<file path="src/rtl/alias_lane_merge_pkg.sv">
// Shared types and helpers for the lane-merge block.
// Priority is lowest channel index first.
package alias_lane_merge_pkg;

    typedef enum logic {
        IDLE = 1'b0,
        HOLD = 1'b1
    } ostate_e;

    function automatic int lane_count(int width, int lane_w);
        return width / lane_w;
    endfunction

    function automatic longint cnt_max(int cnt_w);
        return (longint'(1) << cnt_w) - 1;
    endfunction

    function automatic int lowest_set(logic [31:0] v);
        int r;
        r = 0;
        for (int i = 31; i >= 0; i--) begin
            if (v[i]) r = i;
        end
        return r;
    endfunction

endpackage

</file>
<file path="src/rtl/alias_lane_merge_if.sv">
// Producer/consumer bundle for the lane-merge block.
// The producers and consumer sit on the master side.
interface alias_lane_merge_if #(
    parameter int WIDTH   = 16,
    parameter int NLANES  = 4,
    parameter int NCH     = 3,
    parameter int NMIRROR = 3
);
    logic [NCH-1:0]           ch_valid;
    logic [NCH*NLANES-1:0]    ch_lane_mask;
    logic [NCH*WIDTH-1:0]     ch_data;
    logic                     in_ready;
    logic                     out_valid;
    logic                     out_ready;
    logic [NMIRROR*WIDTH-1:0] mirror_o;

    modport master (
        output ch_valid, ch_lane_mask, ch_data, out_ready,
        input  in_ready, out_valid, mirror_o
    );

    modport slave (
        input  ch_valid, ch_lane_mask, ch_data, out_ready,
        output in_ready, out_valid, mirror_o
    );
endinterface

</file>
<file path="src/rtl/alias_lane_merge_arbiter.sv">
// Per-lane claim resolution: lowest claiming channel wins,
// two or more claims flag a conflict.
module alias_lane_arbiter
    import alias_lane_merge_pkg::*;
#(
    parameter int NCH    = 3,
    parameter int LANE_W = 4
) (
    input  logic [NCH-1:0]        claim,
    input  logic [NCH*LANE_W-1:0] data,
    output logic [LANE_W-1:0]     win,
    output logic                  any_claim,
    output logic                  conflict
);
    int idx;

    always_comb begin
        idx       = lowest_set(32'(claim));
        win       = data[idx*LANE_W +: LANE_W];
        any_claim = |claim;
        conflict  = |(claim & (claim - NCH'(1)));
    end
endmodule

</file>
<file path="src/rtl/alias_lane_merge.sv">
// Multi-producer lane merge with conflict tracking and
// a replicated registered output word.
module alias_lane_merge
    import alias_lane_merge_pkg::*;
#(
    parameter int               WIDTH   = 16,
    parameter int               LANE_W  = 4,
    parameter int               NCH     = 3,
    parameter int               NMIRROR = 3,
    parameter int               CNT_W   = 8,
    parameter logic [WIDTH-1:0] INIT    = '0,
    localparam int              NLANES  = lane_count(WIDTH, LANE_W)
) (
    input  logic              clk,
    input  logic              rst,
    alias_lane_merge_if.slave bus,
    input  logic              clear_conflict,
    output logic [NLANES-1:0] conflict_lanes,
    output logic [CNT_W-1:0]  conflict_cnt
);
    localparam logic [CNT_W-1:0] CMAX = CNT_W'(cnt_max(CNT_W));

    ostate_e            state;
    logic [WIDTH-1:0]   word;
    logic [LANE_W-1:0]  win [NLANES];
    logic [NLANES-1:0]  any_claim;
    logic [NLANES-1:0]  conf;
    logic               accept;
    logic               upd;
    logic               hit;

    for (genvar l = 0; l < NLANES; l++) begin : g_lane
        logic [NCH-1:0]        claim;
        logic [NCH*LANE_W-1:0] ldata;
        for (genvar c = 0; c < NCH; c++) begin : g_ch
            assign claim[c] = bus.ch_valid[c]
                            & bus.ch_lane_mask[c*NLANES + l];
            assign ldata[c*LANE_W +: LANE_W] =
                bus.ch_data[c*WIDTH + l*LANE_W +: LANE_W];
        end
        alias_lane_arbiter #(
            .NCH    (NCH),
            .LANE_W (LANE_W)
        ) u_arb (
            .claim     (claim),
            .data      (ldata),
            .win       (win[l]),
            .any_claim (any_claim[l]),
            .conflict  (conf[l])
        );
    end

    assign bus.out_valid = (state == HOLD);
    assign bus.in_ready  = !bus.out_valid || bus.out_ready;
    assign bus.mirror_o  = {NMIRROR{word}};
    assign accept        = bus.in_ready && (|bus.ch_valid);
    assign upd           = accept && (|any_claim);
    assign hit           = accept && (|conf);

    always_ff @(posedge clk) begin
        if (rst) begin
            state          <= IDLE;
            word           <= INIT;
            conflict_lanes <= '0;
            conflict_cnt   <= '0;
        end else begin
            for (int l = 0; l < NLANES; l++) begin
                if (accept && any_claim[l])
                    word[l*LANE_W +: LANE_W] <= win[l];
            end

            unique case (state)
                IDLE: if (upd) state <= HOLD;
                HOLD: if (bus.out_ready && !upd) state <= IDLE;
                default: state <= IDLE;
            endcase

            // A conflict landing with a clear survives the clear.
            if (clear_conflict) begin
                conflict_lanes <= hit ? conf : '0;
                conflict_cnt   <= hit ? CNT_W'(1) : '0;
            end else if (hit) begin
                conflict_lanes <= conflict_lanes | conf;
                if (conflict_cnt != CMAX)
                    conflict_cnt <= conflict_cnt + CNT_W'(1);
            end
        end
    end
endmodule
</file>
<file path="src/flat_wrapper.sv">
// flat-port wrapper written by rule: the top's interface ports become plain ports
module alias_lane_merge_flat import alias_lane_merge_pkg::*;
#(
    parameter int               WIDTH   = 16,
    parameter int               LANE_W  = 4,
    parameter int               NCH     = 3,
    parameter int               NMIRROR = 3,
    parameter int               CNT_W   = 8,
    parameter logic [WIDTH-1:0] INIT    = '0,
    localparam int              NLANES  = lane_count(WIDTH, LANE_W)
)
  (clk, rst, clear_conflict, conflict_lanes, conflict_cnt, bus_ch_valid, bus_ch_lane_mask, bus_ch_data, bus_out_ready, bus_in_ready, bus_out_valid, bus_mirror_o);
  alias_lane_merge_if #(.WIDTH(WIDTH), .NCH(NCH), .NMIRROR(NMIRROR)) bus_i ();
  input  logic clk;
  input  logic rst;
  input  logic clear_conflict;
  output logic [NLANES-1:0] conflict_lanes;
  output logic [CNT_W-1:0] conflict_cnt;
  input wire logic [$bits(bus_i.ch_valid)-1:0] bus_ch_valid;
  input wire logic [$bits(bus_i.ch_lane_mask)-1:0] bus_ch_lane_mask;
  input wire logic [$bits(bus_i.ch_data)-1:0] bus_ch_data;
  input wire logic [$bits(bus_i.out_ready)-1:0] bus_out_ready;
  output wire logic [$bits(bus_i.in_ready)-1:0] bus_in_ready;
  output wire logic [$bits(bus_i.out_valid)-1:0] bus_out_valid;
  output wire logic [$bits(bus_i.mirror_o)-1:0] bus_mirror_o;
  assign bus_i.ch_valid = bus_ch_valid;
  assign bus_i.ch_lane_mask = bus_ch_lane_mask;
  assign bus_i.ch_data = bus_ch_data;
  assign bus_i.out_ready = bus_out_ready;
  assign bus_in_ready = bus_i.in_ready;
  assign bus_out_valid = bus_i.out_valid;
  assign bus_mirror_o = bus_i.mirror_o;
  alias_lane_merge #(.WIDTH(WIDTH), .LANE_W(LANE_W), .NCH(NCH), .NMIRROR(NMIRROR), .CNT_W(CNT_W), .INIT(INIT)) u_core (.clk(clk), .rst(rst), .bus(bus_i), .clear_conflict(clear_conflict), .conflict_lanes(conflict_lanes), .conflict_cnt(conflict_cnt));
endmodule
</file>
<file path="config.mk">
export PLATFORM = sky130hd
export DESIGN_NAME = alias_lane_merge_flat
export DESIGN_NICKNAME = d
export VERILOG_FILES = /design/src/rtl/alias_lane_merge_pkg.sv /design/src/rtl/alias_lane_merge_if.sv /design/src/rtl/alias_lane_merge_arbiter.sv /design/src/rtl/alias_lane_merge.sv /design/src/flat_wrapper.sv
export SDC_FILE = /design/constraint.sdc
export NUM_CORES = 1
export LEC_CHECK = 0
export ABC_AREA = 1
export CAP_MARGIN = 10
export CORE_ASPECT_RATIO = 1.25
export CORE_UTILIZATION = 41
export DETAILED_ROUTE_END_ITERATION = 7
export HOLD_SLACK_MARGIN = 0.02
export PLACE_DENSITY = 0.88
export SYNTH_ARGS = -nofsm -noshare
export SYNTH_HDL_FRONTEND = slang
export SYNTH_SLANG_ARGS = --single-unit
</file>
<file path="constraint.sdc">
create_clock -name clk -period 2.6 [get_ports clk]
set_input_delay 0.52 -clock clk [delete_from_list [all_inputs] [get_ports clk]]
set_output_delay 0.52 -clock clk [all_outputs]
set_load 0.02 [all_outputs]
</file>
==> flow_metrics.tcl, run 1 <==
set metrics [dict create \
    avgSynthCellArea_um2 7.12 \
    htreeDepth 2 \
    switching_share_pct 32.1 \
    outcome "finished clean" \
    dieWidth_um 66.3 \
    finalMaxSlewViolations 0 \
    synth_edf_count 0 \
    synth_seq_area_share_pct 27.4 \
    clock_path_buffers 2 \
    clockPowerShare_pct 30.1 \
    root_buffer "clkbuf_8" \
    die_area_um2 5470 \
    synthesis.area_um2 2120 \
    ir_worst_vdd_uv 286 \
    place_area_um2 3220 \
    grt_max_degree 16 \
    remaining_drc_errors 0 \
    cts_buffers 5 \
    grt-ovfl-total 0 \
    min_path_cells 1 \
    num_vias 2320 \
    grt_pass1_wl_um 9580 \
    synth_ff_type "dfxtp_1" \
    clk_pin_slew_ns 0.06 \
    regArea_um2 581 \
    critPathLaunchType "input pin" \
    leakage_nw 1.40 \
    ys_ff_latch 29 \
    core_area_um2 4870 \
    nets 467 \
    postCtsSetupBuffers 0 \
    min_to "u_core.conflict_lanes[2]" \
    hold_viol 0 \
    setup_viol 0 \
    worstRegToRegCells 9 \
    syn_to_final_growth_pct 57.3 \
    tightest_slew_ns 0.433 \
    cts-resized-gates 0 \
    num_antenna_cells 0 \
    max_cap_violations 0 \
    timing.rr.end "u_core.conflict_cnt[4]" \
    skew_ns 0.00648 \
    die_y_um 82.4 \
    detail_route.wirelength_um 5900 \
    intPower_mw 1.10 \
    r2r_slack_ns 0.91 \
    synthCells 298 \
    rows 28 \
    syn_nets 366 \
    postRouteAntennaNets 0 \
    gp_congestion 0.832 \
    fin_crit_ns 2.31 \
    critPathKind "in -> out" \
    tns_ns 0 \
    rsz0062_at_grt "false" \
    drtIter0Drc 122 \
    hold_buffers 0 \
    grtUsageTotal_pct 22.8 \
    power_density_nw_per_um2 485 \
    clk_latency_ns 0.28 \
    fillCellCount 422 \
    yosys_warnings 0 \
    p_switching_mw 0.521 \
    numPortBuffers 128 \
    pwr-share-seq_pct 32.1 \
    yosys.cell_types.count 34 \
    antenna_found_initial 0 \
    hp-class "reg -> reg" \
    cts.sinks 29 \
    multiInputGateArea_um2 1160 \
    dp_hpwl_um 4690 \
    initial_core_util_pct 43.6 \
    required_ns 2.08 \
    r2r-start "u_core.conflict_cnt[0]" \
    wl_per_cell_um 12.8 \
    setup.worst_path.end_class "output pin" \
    fin_crit_sh_pct 89.0 \
    firstDrtPassIters 5 \
    grt_pass1_vias 2235 \
    crit_fanout 3 \
    max_slew_margin_pct 71.1 \
    worstPathArrival_ns 1.79 \
    drive_above_1_share_pct 11.5 \
    clock.fmax_mhz 432 \
    cts_tree "done" \
    num_io_pins 129 \
    postSynth.asyncResetShare_pct 0 \
    final_area_um2 3340 \
    power_frac_comb_pct 37.8 \
    min-delay-start "u_core.conflict_lanes[2]" \
    via_per_inst 5.04 \
]
-- final cells by class --
cell class                      instances  share of cell area, %
Inverter                               27                   3.11
Timing Repair Buffer                  131                   39.1
Clock inverter                          1                  0.900
Clock buffer                            7                   2.59
Multi-Input combinational cell        205                   34.7
Sequential cell                        29                   17.4
Tap cell                               60                   2.25
-- logic make-up (layout without fill, tap and decap cells) --
logic type	after synthesis	count (layout)	share of synthesized area, %
flip-flops	29	29	27.4
AO/OA/AOI/OAI	56	56	18.1
AND/OR/NAND/NOR	145	145	34.7
buffers and inverters	64	166	18.1
adder cells (fa/ha/maj)	1	1	0.590
XOR/XNOR	3	3	1.24
-- power groups by stage --
stage                     registers (mW)  logic [mW]  clock network [mW]
after detailed placement           0.529       0.612                   0
final                              0.520       0.612               0.488
after global placement             0.528       0.603                   0
after CTS                          0.520       0.615               0.494
after global routing               0.525       0.661               0.518
after floorplan                    0.569       0.322                   0
-- stage by stage --
stage          cells  utilization [%]  hold slack [ns]  worst slack, ns  total power [mW]
6_report         460             68.5            0.473            0.287              1.62
5_1_grt          460             68.5            0.488            0.243              1.70
4_1_cts          460             68.5            0.475            0.275              1.63
3_5_place_dp     452             66.1            0.459            0.285              1.14
3_3_place_gp     452             66.1            0.458            0.293              1.13
2_1_floorplan    298                -            0.545             1.05             0.891
-- sequential cells by signal, summed over array words and instances, names as in the netlist --
register and cells:
u_core.conflict_cnt 8, u_core.word 16, u_core.bus.out_valid 1, u_core.conflict_lanes 4
-- layout by cell type (no fill, tap or decap) --
cell,instances
a21oi_1,14
a21oi_2,3
a31oi_1,6
a31oi_4,1
a32o_1,3
a41oi_1,1
buf_4,3
bufinv_16,1
clkbuf_1,1
clkbuf_8,6
clkdlybuf4s50_1,128
clkinv_1,1
dfxtp_1,29
ha_1,1
inv_1,23
inv_2,2
inv_4,1
nand2_1,65
nand2_2,11
nand2_4,10
nand3_1,27
nand3_2,1
nand3_4,1
nand3b_1,2
nand4_1,4
nor2_1,19
nor2_2,3
nor2_4,1
o2111ai_1,8
o21ai_0,14
o21ai_1,1
o21ai_2,1
o221ai_1,4
or2_2,1
xor2_1,3
-- worst max-delay path by stage --
stage / from / to / cells after the start
floorplan: u_core.conflict_cnt[1] / u_core.conflict_cnt[5] / 8
CTS: bus_out_ready / bus_in_ready / 4
finish: bus_out_ready / bus_in_ready / 4
global placement: bus_out_ready / bus_in_ready / 4
global route: bus_out_ready / bus_in_ready / 4
detailed placement: bus_out_ready / bus_in_ready / 4
-- cell usage after synthesis (2+ instances only) --
cell type | instances | area (um2)
a21oi_1 | 14 | 70.1
inv_1 | 23 | 86.3
o2111ai_1 | 8 | 70.1
a21oi_2 | 3 | 26.3
nor2_1 | 19 | 71.3
dfxtp_1 | 29 | 581
a32o_1 | 3 | 30.0
a31oi_1 | 6 | 37.5
nand2_2 | 11 | 68.8
o21ai_0 | 14 | 70.1
nand3b_1 | 2 | 15.0
nor2_2 | 3 | 18.8
nand3_1 | 27 | 135
o221ai_1 | 4 | 35.0
nand2_4 | 10 | 113
buf_6 | 2 | 22.5
buf_4 | 33 | 248
inv_2 | 2 | 7.51
nand4_1 | 4 | 25.0
xor2_1 | 3 | 26.3
nand2_1 | 65 | 244
-- worst max-delay path, cell delays in order --
cell and delay, ns:
clkdlybuf4s50_1 0.45, inv_1 0.03, nand2_1 0.15, clkdlybuf4s50_1 0.64
-- metal layers --
layer	vias up	GRT usage (%)	wire length, um
li1	1178	-	-
met1	1032	23.7	2260
met2	102	44.0	3120
met3	8	6.32	452
met4	0	6.81	69
met5	-	0	0
(Power assumes the default switching activity.)
==> run 2: changes to the inputs <==
--- a/config.mk
+++ b/config.mk
@@ -12,6 +12,7 @@
 export DETAILED_ROUTE_END_ITERATION = 7
 export HOLD_SLACK_MARGIN = 0.02
 export PLACE_DENSITY = 0.88
+export SLEW_MARGIN = 20
 export SYNTH_ARGS = -nofsm -noshare
 export SYNTH_HDL_FRONTEND = slang
 export SYNTH_SLANG_ARGS = --single-unit
==> results of run 2 <==
Same layout as run 1: the final DEF is identical, and so are final timing and power.
